<file path="src/rtl/clmul_unit.sv">
// clmul_unit: iterative carry-less multiplier (clmul / clmulh / clmulr).
// One partial product is folded into a 2*WIDTH accumulator per cycle, so the
// latency is always WIDTH cycles regardless of operand values.
module clmul_unit #(
    parameter int unsigned WIDTH = 64
) (
    input  logic             clk,
    input  logic             rst,
    input  logic             flush,
    input  logic             in_valid,
    output logic             in_ready,
    input  logic [WIDTH-1:0] a,
    input  logic [WIDTH-1:0] b,
    input  logic [1:0]       op,
    output logic             out_valid,
    input  logic             out_ready,
    output logic [WIDTH-1:0] y
);

    localparam int unsigned CW = $clog2(WIDTH);
    localparam int unsigned AW = 2 * WIDTH;

    typedef enum logic [1:0] {
        S_IDLE = 2'd0,
        S_BUSY = 2'd1,
        S_DONE = 2'd2
    } state_t;

    state_t           r_state;
    logic [CW-1:0]    r_cnt;
    logic [AW-1:0]    r_acc;
    logic [WIDTH-1:0] r_a;
    logic [WIDTH-1:0] r_b;
    logic [1:0]       r_op;

    logic             w_accept;
    logic [AW-1:0]    w_partial;
    logic [WIDTH-1:0] w_y;

    assign in_ready  = (r_state == S_IDLE) && !flush;
    assign w_accept  = in_valid && in_ready;
    assign out_valid = (r_state == S_DONE);
    assign y         = w_y;

    // Partial product for the current multiplier bit: a shifted into place, or zero
    assign w_partial = r_b[r_cnt] ? ({{WIDTH{1'b0}}, r_a} << r_cnt) : '0;

    // Control FSM and datapath: reset beats flush, flush beats the handshakes
    always_ff @(posedge clk) begin
        if (rst) begin
            r_state <= S_IDLE;
            r_cnt   <= '0;
            r_acc   <= '0;
            r_a     <= '0;
            r_b     <= '0;
            r_op    <= '0;
        end else if (flush && (r_state != S_IDLE)) begin
            r_state <= S_IDLE;
            r_cnt   <= '0;
        end else begin
            case (r_state)
                S_IDLE: begin
                    if (w_accept) begin
                        r_a     <= a;
                        r_b     <= b;
                        r_op    <= op;
                        r_acc   <= '0;
                        r_cnt   <= '0;
                        r_state <= S_BUSY;
                    end
                end
                S_BUSY: begin
                    r_acc <= r_acc ^ w_partial;
                    r_cnt <= r_cnt + CW'(1);
                    if (r_cnt == CW'(WIDTH - 1)) begin
                        r_state <= S_DONE;
                    end
                end
                S_DONE: begin
                    if (out_ready) begin
                        r_state <= S_IDLE;
                    end
                end
                default: begin
                    r_state <= S_IDLE;
                end
            endcase
        end
    end

    // Result slice selection; forced to zero whenever no result is presented
    always_comb begin
        w_y = '0;
        if (r_state == S_DONE) begin
            case (r_op)
                2'b00:   w_y = r_acc[WIDTH-1:0];
                2'b01:   w_y = r_acc[AW-1:WIDTH];
                2'b10:   w_y = r_acc[AW-2:WIDTH-1];
                default: w_y = '0;
            endcase
        end
    end

endmodule
</file>
<file path="config.mk">
export PLATFORM = sky130hd
export DESIGN_NAME = clmul_unit
export DESIGN_NICKNAME = d
export VERILOG_FILES = /design/src/rtl/clmul_unit.sv
export SDC_FILE = /design/constraint.sdc
export NUM_CORES = 1
export LEC_CHECK = 0
export CORE_MARGIN = 2
export CORE_UTILIZATION = 40
export CTS_BUF_LIST = sky130_fd_sc_hd__clkbuf_8
export DETAILED_ROUTE_END_ITERATION = 8
export GPL_TIMING_DRIVEN = 0
export PLACE_DENSITY_LB_ADDON = 0.15
export SLEW_MARGIN = 20
export SYNTH_ARGS = -nofsm -noshare
export SYNTH_HDL_FRONTEND = slang
export SYNTH_SLANG_ARGS = --single-unit
</file>
<file path="constraint.sdc">
create_clock -name clk -period 2.85 [get_ports clk]
set_clock_uncertainty 0.1 [all_clocks]
set_input_delay 0.285 -clock clk [delete_from_list [all_inputs] [get_ports clk]]
set_output_delay 0.285 -clock clk [all_outputs]
set_load 0.01 [all_outputs]
</file>
Word-level counts from Yosys, hierarchy flattened
Index checks and enable logic that the tools add are counted.

storage, ports and cells
  bits in registers = 266
  bits of input ports = 135
  output and inout port bits = 66

operators by class
  $add $sub $neg = 1
  magnitude comparators = 1
  eq/ne operators = 8
  shifts and indexed selects = 1
  multiplexer cells = 13
  bitwise logic cells = 2
  reduce and logical (&&, ||, !) cells = 13

operators by type and width
  kind                   number
  $mux W128              2
  $pmux W128 S2          1
  $pmux W64 S3           1
  $shl A64 B6 Y128       1
  $xor A128 B128 Y128    1
  $mux W64               1
  $pmux W6 S2            1
  $reduce_and A3 Y1      3
  $lt A6 B7 Y1 const B   1
  $add A6 B1 Y6 const B  1
  $bmux W1 S6            1
  $eq A6 B6 Y1 const B   1
  $mux W2                3
  $mux W6                1
  $pmux W2 S3            1
  $eq A2 B1 Y1 const B   2
  $eq A2 B2 Y1 const B   2
  $logic_not A2 Y1       2
  $ne A2 B2 Y1 const B   2
  $reduce_bool A2 Y1     2
  $logic_and A1 B1 Y1    3
  $ne A2 B1 Y1 const B   1
  $reduce_and A2 Y1      1
  $reduce_or A2 Y1       1
  3 further kinds        3

Logic depth before layout (Yosys ltp)
Gate-level depths: netlist (run 1).

  depth after elaboration = 5
  gate-level depth with buffers = 12
  depth with buffers taken out = 6

Worst setup path before layout (run 1)
Ideal clock, no wire load.

  path kind = register to register
  start point = register r_cnt[0]
  end point = register r_acc[58]
  arrival = 2.433 ns
  data required time = 2.615 ns
  setup slack = 0.182 ns
  stages on the path, launching flop included = 12
  buffers on the path = 6
  clock period less this slack = 2.668 ns
  path through = dfxtp_1 buf_4 buf_6 buf_6 buf_4 buf_6 buf_4 mux2_2 o221ai_1 a21oi_1 o311ai_0 o41ai_1

on the way
  cells in the longest elaborated chain, start to end = 5
  elaborated cells between the ends (all ways) = 6

ends and longest elaborated chain
  item                           line  RTL
  start: declaration             30    logic [CW-1:0] r_cnt;
  start signal: assignment       74    r_cnt <= r_cnt + CW'(1);
  $bmux W1 S6                    46    assign w_partial = r_b[r_cnt] ? ({{WIDTH{1'b0}}, r_a} << r_cnt) : '0;
  $mux W1 (implied by the code)  46
  $mux W128 (*)                  46
  $xor A128 B128 Y128 (*)        73    r_acc <= r_acc ^ w_partial;
  $pmux W128 S2 (*)              61    case (r_state)
  end signal: assignment         73
  end: declaration               31    logic [AW-1:0] r_acc;

Every way passes the cells marked *; elsewhere a longest branch is shown, timed or not. The select of a mux whose other input is x is not followed.
A chain may end at the register's enable or synchronous reset.

Worst setup path in the final report (run 1)
  start point = register r_cnt[1]
  end point = register r_acc[94]

Same word-level chain as after synthesis.

==> key figures, run 1 <==
Outcome
  • Run status: complete, but fails checks
  • Failing checks: setup timing

Global route
  • Largest net degree at the start of global routing: 14
  • Total gr overflow: 0
  • First-pass GRT wire length: 123,000 µm
  • Via count of the first global-routing pass: 18,090
  • Initial antenna violation count: 2
  • Gr usage total: 35.9%

Route
  • Via Count: 18,840
  • Starting DRT DRC Count: 1,515
  • Per-cell routed wire length: 27.7 µm
  • DRT antenna net count: 0
  • Vias/cell: 6.08
  • Residual DRC: 0
  • Routed WL: 85,900 µm
  • DRT Pass-1 Iters: 5

STA
  • Final hold violation count: 0
  • Unrepaired setup endpoints after global routing: true
  • Post-layout minimum cycle time: 3070 ps
  • Setup violation total in the final timing report: 64
  • Slew @ Worst Pin: 1060 ps
  • Final WS setup: -219 ps
  • Slew margin rel.: 29.6%
  • Final period util: 108%
  • Fin. max-slew vios: 0
  • Max Clock Freq: 0.326 GHz

Power and ir drop
  • Int Power: 6.65 mW
  • Sw Ratio: 28.9%
  • Total power: 9.34 mW
  • VDD IR max: 0.318 mV
  • Flop pwr share: 41.9%
  • Power Density: 370 nW/µm²
  • Gate power share: 17.7%
  • NetSw: 2.70 mW
  • Leakage: 8.28 nW
  • Clock network fraction of total power: 40.5%

Cells and area
  • Final-stage net count: 2,605
  • Commonest non-fill, non-tap cells in the layout: 359 x nand2_1, 256 x dfxtp_1, 230 x a21oi_1, 205 x nor2_1, 196 x clkdlybuf4s50_1
  • Finished Cell Area: 25,300 µm²
  • Core Util, Final: 57.2%
  • # fillers: 4,086
  • Layout area overhead: 41.6%
  • Commonest non-fill, non-tap cell in the layout: nand2_1
  • Register area: 5330 µm²
  • Layout cells sized above 1: 28.9%
  • Multi-input logic area: 13,500 µm²
  • Antenna Cells: 0

CTS
  • Clock Sinks: 265
  • Clock Path Buffers: 3
  • # hold bufs at CTS: 0
  • Clk_lat worst skew: 650 ps
  • H-tree Lvls: 2
  • CTS tree: done
  • Num CTS Buffers: 47
  • CTS root buf: clkbuf_8
  • Worst-path clk slew: 60 ps

Worst hold path
  • Worst hold path type: input port to register
  • Worst hold path startpoint: a[16]
  • WHS Endpoint: r_a[16]
  • WHS Path Cells: 3

Place
  • Post-DP Area: 20,600 µm²
  • Setup WS pre-CTS: -1170 ps
  • PortBufs: 200
  • Global placer's final weighted congestion: 1.04
  • DP HPWL: 67,100 µm

Die
  • Die Y: 215 µm
  • # IOs: 201
  • Starting density of the core: 40.4%
  • DIE WIDTH: 215 µm
  • Cell Rows: 77
  • Area of the core: 44,100 µm²
  • Die area: 46,300 µm²

Critical path
  • R2r setup slk: -220 ps
  • Terminus of the critical flop-to-flop path: r_acc[94]
  • FF-to-FF path depth: 8
  • CP peak stage delay: 550 ps
  • Delay-heaviest family, CP: multiplexers
  • Crit-path cells: buf_12 -> buf_12 -> mux4_2 -> mux4_2 -> a221o_2 -> a22oi_2 -> or3_1 -> a21oi_1
  • Critical path class: register to register
  • CP Launch Type: register
  • CP endpoint kind: register
  • Worst Path Required: 3240 ps
  • CP Max Fanout: 7
  • CP Buf/Inv Count: 2
  • Data arrival time of the worst path: 3460 ps
  • RR Startpoint: r_cnt[1]
  • CP max stage cell: mux4_2

Job
  • Max-Cap Viols: 0

Logic synthesis
  • Synth warn: 0
  • Seq/Total Area, Yosys: 29.7%
  • Cell count after synthesis: 2,109
  • Post-Synthesis Cell Area: 17,800 µm²
  • Syn_area_per_cell: 8.46 µm²
  • Synth Register Bits: 265
  • Yosys cell types: 77
  • FFs w/ async S/R, synth: 0%
  • EDFF count, synth: 0
  • Syn nets: 2,245
  • Post-synth top flop: dfxtp_1
==> Yosys cell counts, types with 7 or more instances <==
library cell	number	area [µm²]
a2111o_1	10	113
a211oi_1	21	158
a21oi_1	242	1210
a221oi_1	7	61.3
a22o_1	13	114
a22oi_1	35	263
and2_1	17	106
buf_1	11	41.3
buf_2	28	140
buf_4	14	105
buf_6	10	113
clkbuf_1	124	465
dfxtp_1	265	5310
mux2_2	30	338
mux2i_1	141	1410
mux4_2	120	2700
nand2_1	368	1380
nand2b_1	9	56.3
nand3_1	18	90.1
nor2_1	225	845
nor2b_1	12	75.1
nor3_1	23	115
o211ai_1	10	75.1
o21a_1	10	75.1
o21ai_0	62	310
o21ai_1	13	65.1
o221ai_1	9	78.8
o22a_1	16	140
o22ai_1	22	138
or3_1	61	382
xnor2_1	10	87.6
xor2_1	43	377
==> final cells by class <==
class,instances,share of cell area (%)
Buffer,183,5.81
Clock buffer,64,3.49
Clock inverter,21,0.520
Inverter,10,0.159
Multi-Input combinational cell,1644,53.4
Sequential cell,265,21.1
Tap cell,592,2.93
Timing Repair Buffer,318,12.6
==> timing repair <==
item                       CTS  global route
resized for setup          445           221
pin swaps                   58            68
setup endpoints to repair  293           190
gates cloned                 4             7
buffers inserted            74            34
==> power groups by stage <==
| stage | clock network, mW | logic [mW] | registers [mW] |
|---|---|---|---|
| final | 3.78 | 1.65 | 3.91 |
| after global routing | 4.00 | 1.72 | 3.92 |
| after CTS | 3.85 | 1.50 | 3.91 |
| after detailed placement | 0 | 1.29 | 3.98 |
| after global placement | 0 | 1.29 | 3.97 |
| after floorplan | 0 | 0.745 | 3.93 |
==> worst max-delay path by stage <==
stage / start / to / slack (ps) / depth (start not counted)
floorplan: r_cnt[0] / r_acc[58] / 180 / 11
global placement: r_cnt[2] / r_acc[72] / -1870 / 9
detailed placement: r_cnt[5] / r_acc[54] / -1170 / 9
CTS: r_cnt[1] / r_acc[94] / -150 / 8
global route: r_cnt[1] / r_acc[93] / -200 / 9
finish: r_cnt[1] / r_acc[94] / -220 / 8
==> sequential cells by signal, indices dropped and copies added (netlist names) <==
register,count
r_cnt,6
r_a,64
r_acc,127
r_op,2
r_b,64
r_state,2
==> worst register-to-register path: cells and delay by family, from the launching register on <==
kind,cells,cell delay (ps)
AO/OA/AOI/OAI,3,880
buffers and inverters,2,300
flip-flops,1,370
multiplexers,2,1090
AND/OR/NAND/NOR,1,180
==> stage by stage <==
step,hold slack (ps),TNS [ps],instances
floorplan,321,0,2109
global placement,340,-153290,2901
detailed placement,343,-144030,2902
CTS,55.3,-2030,3059
global route,88.2,-6120,3097
finish,83.3,-3650,3097
==> logic make-up after synthesis <==
group / share of synthesized area [%]
XOR/XNOR: 2.60
buffers and inverters: 5.34
AND/OR/NAND/NOR: 18.8
AO/OA/AOI/OAI: 18.5
flip-flops: 29.7
adder cells (fa/ha/maj): 0.0701
multiplexers: 25.0
==> metal layers <==
metal / share of wire, % / GRT usage (%) / up-vias
li1: - / - / 8425
met1: 40 / 45.1 / 9232
met2: 45 / 57.1 / 935
met3: 8.2 / 7.69 / 248
met4: 6.6 / 20.6 / 0
met5: 0 / 0 / -
Power figures use the tool's default switching activity.
==> run 2, diff against run 1 <==
SETUP_SLACK_MARGIN = 0.15   (was not set)
==> run 2 against run 1 <==
  * The flow still finishes with violations (setup timing)
  * Sequential power barely moved
  * Critical path depth rose by 1
  * Design area rose by 4.2%
  * Critical endpoint is now r_acc[46]
  * Largest power group unchanged
==> key figures, run 2 (synthesis gave the netlist of run 1 again) <==
Cells and area
  • Largest reg by FF count: r_acc
  • Commonest non-fill, non-tap cell in the layout: nand2_1
  • Final-stage net count: 2,649
  • Top Registers: r_acc x127, r_a x64, r_b x64
  • Max reg flops: 127
  • Layout area overhead: 47.5%
  • Commonest non-fill, non-tap cells in the layout: 352 x nand2_1, 260 x dfxtp_1, 215 x a21oi_1, 205 x nor2_1, 136 x clkdlybuf4s50_1
  • Layout cells sized above 1: 32.4%

Place
  • PortBufs: 200
  • Setup WS pre-CTS: -1170 ps
  • Global placer's final weighted congestion: 1.04
  • DP HPWL: 67,100 µm

Route
  • DRT Pass-1 Iters: 5
  • DRT antenna net count: 0
  • Vias/cell: 6.07
  • Starting DRT DRC Count: 1,667
  • Residual DRC: 0
  • Routed WL: 86,600 µm
  • Per-cell routed wire length: 27.5 µm
  • Via Count: 19,090

Job
  • Max-Cap Viols: 0

STA
  • Fin. max-slew vios: 0
  • Final period util: 106%
  • Hold WS: 92.0 ps
  • Post-layout minimum cycle time: 3020 ps
  • Slew @ Worst Pin: 1060 ps
  • Max Clock Freq: 0.331 GHz
  • Slew margin rel.: 29.3%
  • Setup violation total in the final timing report: 53
  • Final WS setup: -168 ps
  • Final hold violation count: 0
  • Unrepaired setup endpoints after global routing: true

CTS
  • Clock Path Buffers: 3
  • CTS root buf: clkbuf_8
  • Worst-path clk slew: 60 ps
  • # hold bufs at CTS: 0
  • Num CTS Buffers: 47
  • CTS tree: done
  • Clk_lat worst skew: 640 ps
  • H-tree Lvls: 2
  • Clock Sinks: 265

Worst hold path
  • WHS Endpoint: r_a[22]
  • Worst hold path startpoint: a[22]
  • WHS Path Cells: 3
  • Worst hold path type: input port to register

Outcome
  • Run status: complete, but fails checks
  • Failing checks: setup timing

Critical path
  • CP Launch Type: register
  • Terminus of the critical flop-to-flop path: r_acc[46]
  • Data arrival time of the worst path: 3410 ps
  • CP Max Fanout: 6
  • CP endpoint kind: register
  • R2r setup slk: -170 ps
  • Worst Path Required: 3240 ps
  • FF-to-FF path depth: 9
  • RR Startpoint: r_cnt[1]
  • CP startpoint: r_cnt[1]
  • Critical path class: register to register

Die
  • Die Y: 215 µm
  • Area of the core: 44,100 µm²
  • Die area: 46,300 µm²
  • Starting density of the core: 40.4%
  • Cell Rows: 77
  • # IOs: 201
  • DIE WIDTH: 215 µm

Global route
  • Total gr overflow: 0
  • First-pass GRT wire length: 124,000 µm
  • Met3 Resource Use GR: 7.28%
  • Grt peak-use layer: met2
  • Gr usage total: 36.3%
  • GR Util met2: 57.5%
  • Met1 usage: 45.8%
  • Initial antenna violation count: 1
  • Via count of the first global-routing pass: 18,578
  • Largest net degree at the start of global routing: 14

Power and ir drop
  • VDD IR max: 0.318 mV
  • Power Density: 358 nW/µm²
  • Leakage: 8.99 nW
[run 2: cell count changes in the layout (fill, tap and decap cells not counted), sizes merged]
cell / delta
dlygate4sd2: +63
clkinv: +1
inv: -1
clkdlybuf4s50: -60
buf: +43
clkdlybuf4s15: +1
diode: +2
dlymetal6s2s: -3
[run 2: how the worst max path moves through the flow]
stage | slack, ps | end
finish | -170 | r_acc[46]
global route | -180 | r_acc[89]
CTS | -120 | r_acc[46]
detailed placement | -1170 | r_acc[54]
global placement | -1870 | r_acc[72]
floorplan | 180 | r_acc[58]
[run 2: routing by layer]
| metal | wire length (µm) | part of all wire, % |
|---|---|---|
| met1 | 34900 | 40 |
| met2 | 38600 | 45 |
| met3 | 6750 | 7.8 |
| met4 | 6280 | 7.3 |
| met5 | 0 | 0 |
[run 2: per-stage QoR]
stage	cells	total power [mW]	area, µm²	setup TNS, ps	utilization (%)
finish	3143	9.43	26300	-3220	59.6
global route	3141	9.73	26300	-6290	59.6
CTS	3102	9.37	25200	-1970	57.2
detailed placement	2902	5.27	20600	-144030	46.7
global placement	2901	5.26	20600	-153290	46.6
floorplan	2109	4.68	17800	0	-
[run 2: critical path, cell delays in order (launching register included)]
cell	delay (ps)
dfxtp_4	360
buf_12	140
buf_12	110
buf_16	120
mux4_2	580
mux4_2	560
a221oi_4	410
o22a_1	290
or3_1	130
a21oi_1	60
[run 2: where the power goes]
group          switching (mW)  total, mW  internal (mW)  leakage (nW)
logic                   0.924       1.74          0.820          6.27
registers               0.111       3.91           3.80          2.15
clock network            1.68       3.78           2.09         0.571
[run 2: layout make-up]
type	instances	area, µm²
clock inverters	21	131
plain buffers	189	1670
fillers	4005	17800
multi-input cells	1644	13900
diodes	2	5.00
inverters	10	47.5
repair buffers	356	3670
clock buffers	64	881
well taps	592	741
flip-flops and latches	265	5320
[run 2: what timing repair did]
item,4_1_cts,5_1_grt
endpoints found under the hold margin,0,0
buffers inserted,104,38
resized for setup,678,213
setup endpoints to repair,326,197
gates cloned,12,2
pin swaps,90,113
==> run 3, diff against run 2 <==
TNS_END_PERCENT = 5   (was not set)
==> run 3 against run 2 <==
  * The run still ends with setup timing left
  * Register-to-register slack worse by 30 ps
  * Final cell count fell by 2.6%
  * Die area unchanged
  * Combinational power decreased by 9.8%
  * Count of clock-buffer cells in the layout stayed put
  * Global-route usage is 0.70 points lower
  * Flip-flop and latch count is the same
  * Sequential power barely moved
  * Wire length down 1.5%
  * Worst hold slack got worse by 7.7 ps
  * Critical path depth is 1 lower
  * Largest cell class unchanged
==> key figures, run 3 (synthesis gave the netlist of run 1 again) <==
Global route
  • Via count of the first global-routing pass: 17,897
  • Gr usage total: 35.6%
  • Initial antenna violation count: 0
  • First-pass GRT wire length: 122,000 µm
  • Largest net degree at the start of global routing: 14
  • Total gr overflow: 0

Cells and area
  • Final-stage net count: 2,568
  • Commonest non-fill, non-tap cell in the layout: nand2_1
  • Layout cells sized above 1: 26.6%
  • Antenna Cells: 0
  • Commonest non-fill, non-tap cells in the layout: 362 x nand2_1, 260 x dfxtp_1, 230 x a21oi_1, 211 x nor2_1, 145 x clkdlybuf4s50_1
  • Max reg flops: 127
  • Layout area overhead: 37.5%
  • Largest reg by FF count: r_acc
  • # fillers: 4,187
  • Finished Cell Area: 24,500 µm²
  • Top Registers: r_acc x127, r_a x64, r_b x64

Power and ir drop
  • Clock network fraction of total power: 40.9%
  • Gate power share: 17.0%
  • Int Power: 6.60 mW
  • Flop pwr share: 42.1%
  • Sw Ratio: 28.8%
  • VDD IR max: 0.319 mV
  • Power Density: 378 nW/µm²
  • NetSw: 2.67 mW
  • Leakage: 8.44 nW

STA
  • Post-layout minimum cycle time: 3050 ps
  • Max Clock Freq: 0.328 GHz
  • Setup violation total in the final timing report: 56
  • Final period util: 107%
  • Unrepaired setup endpoints after global routing: true
  • Final hold violation count: 0
  • Slew margin rel.: 34.1%
  • Slew @ Worst Pin: 985 ps
  • Fin. max-slew vios: 0
  • Hold WS: 84.3 ps
  • Final WS setup: -199 ps

Die
  • Die area: 46,300 µm²
  • Die Y: 215 µm
  • Starting density of the core: 40.4%
  • DIE WIDTH: 215 µm
  • Area of the core: 44,100 µm²
  • # IOs: 201
  • Cell Rows: 77

Route
  • Starting DRT DRC Count: 1,552
  • Residual DRC: 0
  • Per-cell routed wire length: 27.9 µm
  • DRT Pass-1 Iters: 5
  • Via Count: 18,686
  • Vias/cell: 6.11
  • Routed WL: 85,300 µm
  • DRT antenna net count: 0

CTS
  • CTS root buf: clkbuf_8
  • Worst-path clk slew: 60 ps
  • Num CTS Buffers: 47
  • Clock Path Buffers: 3
  • Clock Sinks: 265
  • # hold bufs at CTS: 0
  • Clk_lat worst skew: 650 ps
  • H-tree Lvls: 2
  • CTS tree: done

Critical path
  • FF-to-FF path depth: 8
  • Crit-path cells: buf_12 -> buf_12 -> mux4_2 -> mux4_2 -> a221o_1 -> a22oi_2 -> or3_1 -> a21oi_1
  • CP Max Fanout: 10
  • Critical path class: register to register
  • CP endpoint kind: register
  • CP max stage cell: mux4_2
  • CP peak stage delay: 600 ps
  • CP Launch Type: register
  • Data arrival time of the worst path: 3430 ps
  • Worst Path Required: 3240 ps

Place
  • Global placer's final weighted congestion: 1.04
  • Setup WS pre-CTS: -1170 ps
  • PortBufs: 200
  • Post-DP Area: 20,600 µm²
  • DP HPWL: 67,100 µm

Outcome
  • Failing checks: setup timing
  • Run status: complete, but fails checks

Job
  • Max-Cap Viols: 0

Worst hold path
  • Worst hold path type: input port to register
  • WHS Path Cells: 3
[run 3: metal layers]
layer  vias to the layer above  share of wire, %  wire length [µm]  GRT usage (%)
li1                       8353                 -                 -              -
met1                      9192                40             33900           45.0
met2                       922                45             38500           56.8
met3                       219               8.6              7300           7.40
met4                         0               6.5              5510           20.0
met5                         -                 0                 0              0
[run 3: per-stage QoR]
step,utilization [%],cells,TNS [ps],power (mW)
detailed placement,46.7,2902,-144030,5.27
global route,55.6,3060,-7100,9.55
global placement,46.6,2901,-153290,5.26
CTS,53.2,3028,-3380,9.20
finish,55.6,3060,-3970,9.27
floorplan,-,2109,0,4.68
[run 3: worst paths after layout]
check | from | endpoint | slack [ps]
setup / recovery | r_cnt[1] | r_acc[93] | -200
hold / removal | a[16] | r_a[16] | 80
setup reg to reg | r_cnt[1] | r_acc[93] | -200
hold reg to reg | r_b[26] | r_b[26] | 350
[run 3: critical path, delay by kind of cell (launching register included)]
family / cells / cell delay, ps
simple gates: 1 / 150
compound gates: 3 / 780
buf+inv: 2 / 310
flops: 1 / 370
mux: 2 / 1170
[run 3: power groups by stage]
stage,clock (mW),sequential [mW],combinational [mW]
after global placement,0,3.97,1.29
after CTS,3.85,3.90,1.45
final,3.79,3.91,1.57
after floorplan,0,3.93,0.745
after global routing,4.00,3.91,1.64
after detailed placement,0,3.98,1.29
[run 3: what timing repair did]
item,4_1_cts,5_1_grt
pin swaps,58,51
cloned,2,7
setup buffers,39,25
endpoints found under the setup margin,326,232
gates resized for setup,433,199
[run 3: layout make-up]
type                    count  area (µm²)  share of cell area, %
well taps                 592         741                   3.02
repair buffers            274        2810                   11.5
inverters                  10        42.5                  0.173
clock buffers              64         881                   3.59
flip-flops and latches    265        5320                   21.7
clock inverters            21         131                  0.536
plain buffers             190        1530                   6.23
multi-input cells        1644       13100                   53.3
==> RTL change 1: new RTL, flow settings as in run 1 <==
`WIDTH`: 64 -> 32.
--- a/src/rtl/clmul_unit.sv
+++ b/src/rtl/clmul_unit.sv
@@ -3,5 +3,5 @@
 // latency is always WIDTH cycles regardless of operand values.
 module clmul_unit #(
-    parameter int unsigned WIDTH = 64
+    parameter int unsigned WIDTH = 32
 ) (
     input  logic             clk,
Interface: changed (resized a, b and y); port bits go from 201 to 105. No check against the original RTL was run, so the function may have changed too.
==> RTL change 1 against run 1 <==
- largest cell class unchanged
- routed wire length is 69% lower
- area after synthesis shrank 53%
- worst setup slack better by 0.31 ns
- sequential cell count down 129
- final area down 59%
- via count down 59%
- largest power group unchanged
- total power down 54%
==> RTL change 1: results (changes against run 1) <==
[pwr]
clk-power_uw = 1720  ; -54%
ir_drop_mv = 0.254  ; -20%
pg_comb_uw = 574  ; -65%
p_int_uw = 3110  ; -53%
p_comb_share_pct = 13.4  ; -4.3 points

[route]
wl_met1_microns = 12600  ; -63%
wl_met3_microns = 1350  ; -81%
wl_per_cell_microns = 18.9  ; -32%
routed_wl_microns = 26600  ; -69%
wl_met2_microns = 12100  ; -69%

[clock_tree]
clockBufferDepth = 2  ; -1

[yosys]
synth-compound-area-share_pct = 16.9  ; -1.6 points
synth.mux.area_fraction_pct = 23.7  ; -1.3 points
yosys-top-cells-count = 160 x nand2_1, 136 x a21oi_1, 136 x dfxtp_1
synth_xor_area_share_pct = 2.60  ; -0.0054 points
synth_seq_area_share_pct = 32.3  ; +2.5 points
synth_nets = 1075  ; -52%

[placed_design]
preCtsSetupSlack_ns = -0.0738  ; +1.10 ns
place_area_sq_um = 9810  ; -52%
place_hpwl_microns = 21000  ; -69%
gp_congestion = 1.02  ; -2.6%

[setup_path]
cp_slowest_stage_delay_ns = 0.50  ; -0.05 ns
cp_max_fo = 10  ; +3
crit_family = compound AO/OA/AOI/OAI gates

[global_route]
grt_util_met2_pct = 38.8  ; -18 points
grt_pass1_vias = 7402  ; -59%
grt_util_met1_pct = 34.4  ; -11 points
antenna_found_initial = 0  ; -2
grt_pass1_wl_microns = 42200  ; -66%

[sta]
slew_headroom_pct = 45.3  ; +16 points

[run_status]
status = finished, final reports clean

RTL change 1: changes by cell type in the layout (fill, tap and decap cells not counted), moves of 28 or more:
| cell | run 1 | this run |
|---|---|---|
| a21oi_1 | 230 | 136 |
| dfxtp_1 | 256 | 135 |
| nor2_1 | 205 | 103 |
| nand2_1 | 359 | 160 |
| mux2i_1 | 107 | 76 |
| mux4_2 | 120 | 35 |
| buf_4 | 96 | 10 |
| clkbuf_1 | 73 | 45 |
| xor2_1 | 43 | 6 |
| clkbuf_8 | 66 | 18 |
| clkdlybuf4s50_1 | 196 | 103 |
| buf_6 | 42 | 5 |
RTL change 1: worst paths after layout:
kind	slack [ns]	depth (start not counted)	from	to
worst max-delay path	0.09	8	r_cnt[2]$_SDFFE_PP0P_	r_acc[34]$_SDFFE_PP0P_
worst min-delay path	0.28	3	b[8]	r_b[8]$_SDFFE_PP0P_
worst max register to register	0.09	8	r_cnt[2]$_SDFFE_PP0P_	r_acc[34]$_SDFFE_PP0P_
worst min register to register	0.36	2	r_b[31]$_SDFFE_PP0P_	r_b[31]$_SDFFE_PP0P_
RTL change 1: area by class of cell:
class | instances | area, sq um
fill | 2074 | 10600
clock inverter | 14 | 171
multi-input combinational | 775 | 5290
timing repair buffer | 103 | 1030
sequential | 136 | 2720
inverter | 6 | 22.5
buffer | 82 | 428
tap | 275 | 344
clock buffer | 18 | 248
RTL change 1: timing repair:
item,4_1_cts,5_1_grt
resized for setup,12,14
endpoints found under the hold margin,0,0
cloned,0,0
endpoints found under the setup margin,34,57
RTL change 1: cells by family (layout without fill, tap and decap cells):
group,count (synthesis),count (layout)
AO/OA/AOI/OAI,241,241
adder cells (fa/ha/maj),2,2
AND/OR/NAND/NOR,356,356
flip-flops,136,136
multiplexers,151,151
buffers and inverters,91,223
XOR/XNOR,25,25
==> RTL change 2: new RTL, settings of run 1 <==
Made on the original files. Make the reset (`rst`) asynchronous in one clocked block.
--- a/src/rtl/clmul_unit.sv
+++ b/src/rtl/clmul_unit.sv
@@ -47,5 +47,5 @@
 
     // Control FSM and datapath: reset beats flush, flush beats the handshakes
-    always_ff @(posedge clk) begin
+    always_ff @(posedge clk or posedge rst) begin
         if (rst) begin
             r_state <= S_IDLE;
Behaviour: differs if rst is asserted again (counterexample within 4 cycles, from zero or initial values and one cycle with rst high); with rst held inactive, the same outputs for 4 cycles.
==> RTL change 2 against run 1 <==
- the flow still finishes with violations (negative setup slack)
- worst setup slack lost 0.015 ns
- via count shrank 1.3%
- sequential share of layout area grew 3.8 points
- first-iteration DRC count grew 12%
- area after synthesis grew 3.7%
- synthesized cell count shrank 0.81%
- sequential cell count is the same
- final area grew 5.3%
- count of clock-buffer cells in the layout is the same
- routed wire length shrank 1.7%
Power is not compared: it rests on default switching activity, and its combinational part moved more than twofold at a synthesized area within 25%.
==> RTL change 2: results (changes against run 1) <==
[final_layout]
drive_gt1_share_pct = 29.3  ; +0.48 points
layout.nets = 2609  ; +0.15%
post-route-util_pct = 58.5  ; +1.2 points
fill_cells = 4073  ; -0.32%

[sta]
slew_headroom_pct = 22.8  ; -6.8 points
hold_ws_ns = 0.0694  ; -0.0139 ns
setup_viol = 73  ; +14%
layout_setup_ws_ns = -0.234  ; -0.0152 ns

[yosys]
synthAdderAreaFrac_pct = 0.0677  ; -0.0025 points
synth_xor_area_share_pct = 4.69  ; +2.1 points
synthFlopType = dfrtp_1
yosys-top-cells-count = 499 x nand2_1, 316 x nor2_1, 265 x dfrtp_1
synth.avg_cell_area_sq_um = 8.84  ; +4.5%
synth_seq_area_share_pct = 35.9  ; +6.1 points
synth_nets = 2228  ; -0.76%
synth-compound-area-share_pct = 12.6  ; -6.0 points
synthTopCellsByArea = dfrtp_1 36%, mux4_2 12%, nand2_1 10%
synth.mux.area_fraction_pct = 22.5  ; -2.4 points
synth_cell_types = 82  ; +6.5%

[global_route]
antenna_found_initial = 0  ; -2
grt_max_degree = 34  ; +20
grt_use_total_pct = 35.1  ; -0.74 points
grt_pass1_vias = 18300  ; +1.2%
grt_pass1_wl_microns = 123000  ; +0.15%

[run_status]
status = complete, but fails checks
violations = negative setup slack

[setup_path]
critPathArrivalTime_ns = 3.48  ; +0.02 ns
cp_max_fo = 6  ; -1
r2r_slack_ns = -0.23  ; -0.02 ns

[placed_design]
preCtsSetupSlack_ns = -1.30  ; -0.126 ns
gp_congestion = 1.02  ; -2.6%
place_area_sq_um = 21400  ; +4.0%
place_inst = 2899  ; -0.10%
portBuffers = 199  ; -0.50%
place_hpwl_microns = 63900  ; -4.8%

[route]
wl_per_cell_microns = 27.1  ; -2.2%
via_per_inst = 5.97  ; -1.9%
routed_wl_microns = 84500  ; -1.7%
drt_iter0_drc = 1696  ; +12%

[pwr]
p_int_uw = 10400

[worst_hold_path]
hold_class = input pin to flop

[clock_tree]
cts_buffers = 48  ; +2.1%

## RTL change 2: changes by cell type after synthesis, moves of 20 or more
cell            run 1  this run
a22oi_1            35        15
xor2_1             43        89
or3_1              61        13
mux2_2             30        58
dfxtp_1           265         0
nor2_1            225       316
a21oi_1           242       104
dfrtp_1             0       265
mux4_2            120        99
nand2_1           368       499
o22ai_1            22        43
## RTL change 2: metrics by stage
step | power, uW | TNS [ns]
2_1_floorplan | 8630 | -273.61
3_3_place_gp | 10700 | -932.81
3_5_place_dp | 10800 | -146.32
4_1_cts | 16400 | -6.16
5_1_grt | 17800 | -12.61
6_report | 17200 | -6.96
## RTL change 2: logic make-up after synthesis
family | count (synthesis)
mux | 285
xor+xnor | 99
flops | 265
compound gates | 350
buf+inv | 178
fa+ha+maj | 1
simple gates | 914
## RTL change 2: critical path: stages, from the launching register on
cell and delay [ns]:
dfrtp_1 0.38, buf_8 0.15, clkbuf_16 0.16, buf_12 0.14, mux4_2 0.55, mux4_2 0.62
a221o_1 0.40, o22ai_4 0.21, xor2_1 0.17, nor2_1 0.05
## RTL change 2: area by class of cell
cell class	count	share of cell area (%)
Sequential cell	265	24.9
Timing Repair Buffer	335	13.4
Clock buffer	64	3.31
Multi-Input combinational cell	1649	49.4
Inverter	10	0.169
Tap cell	600	2.82
Clock inverter	25	0.574
Antenna cell	1	0.00941
Buffer	164	5.40
## RTL change 2: final timing paths
path                                 startpoint                     to  cells past startpoint
max                        r_cnt[1]$_DFFE_PP0P_  r_acc[74]$_DFFE_PP0P_                      9
min                                       b[41]    r_b[41]$_DFFE_PP0P_                      3
max reg2reg                r_cnt[1]$_DFFE_PP0P_  r_acc[74]$_DFFE_PP0P_                      9
min reg2reg                 r_b[42]$_DFFE_PP0P_    r_b[42]$_DFFE_PP0P_                      2
max in group asynchronous                   rst    r_op[1]$_DFFE_PP0P_                      6
min in group asynchronous                   rst    r_a[35]$_DFFE_PP0P_                      3
## RTL change 2: what timing repair did
item,4_1_cts,5_1_grt
setup endpoints to repair,299,143
hold buffers,2,0
resized for setup,587,170
buffers inserted,83,37
gates cloned,5,4
pin swaps,71,76
endpoints found under the hold margin,30,0
## RTL change 2: metal layers
metal | track usage, % | part of all wire (%)
met4 | 19.1 | 7.0
met1 | 46.6 | 41
met3 | 5.54 | 7.2
met5 | 0 | 0
met2 | 55.3 | 45
## RTL change 2: power groups by stage
| stage | logic (uW) | clock network, uW | registers (uW) |
|---|---|---|---|
| after global routing | 8310 | 4110 | 5400 |
| after global placement | 5410 | 0 | 5300 |
| after detailed placement | 5470 | 0 | 5330 |
| after floorplan | 3620 | 0 | 5010 |
| final | 7980 | 3860 | 5330 |
| after CTS | 7210 | 3950 | 5280 |
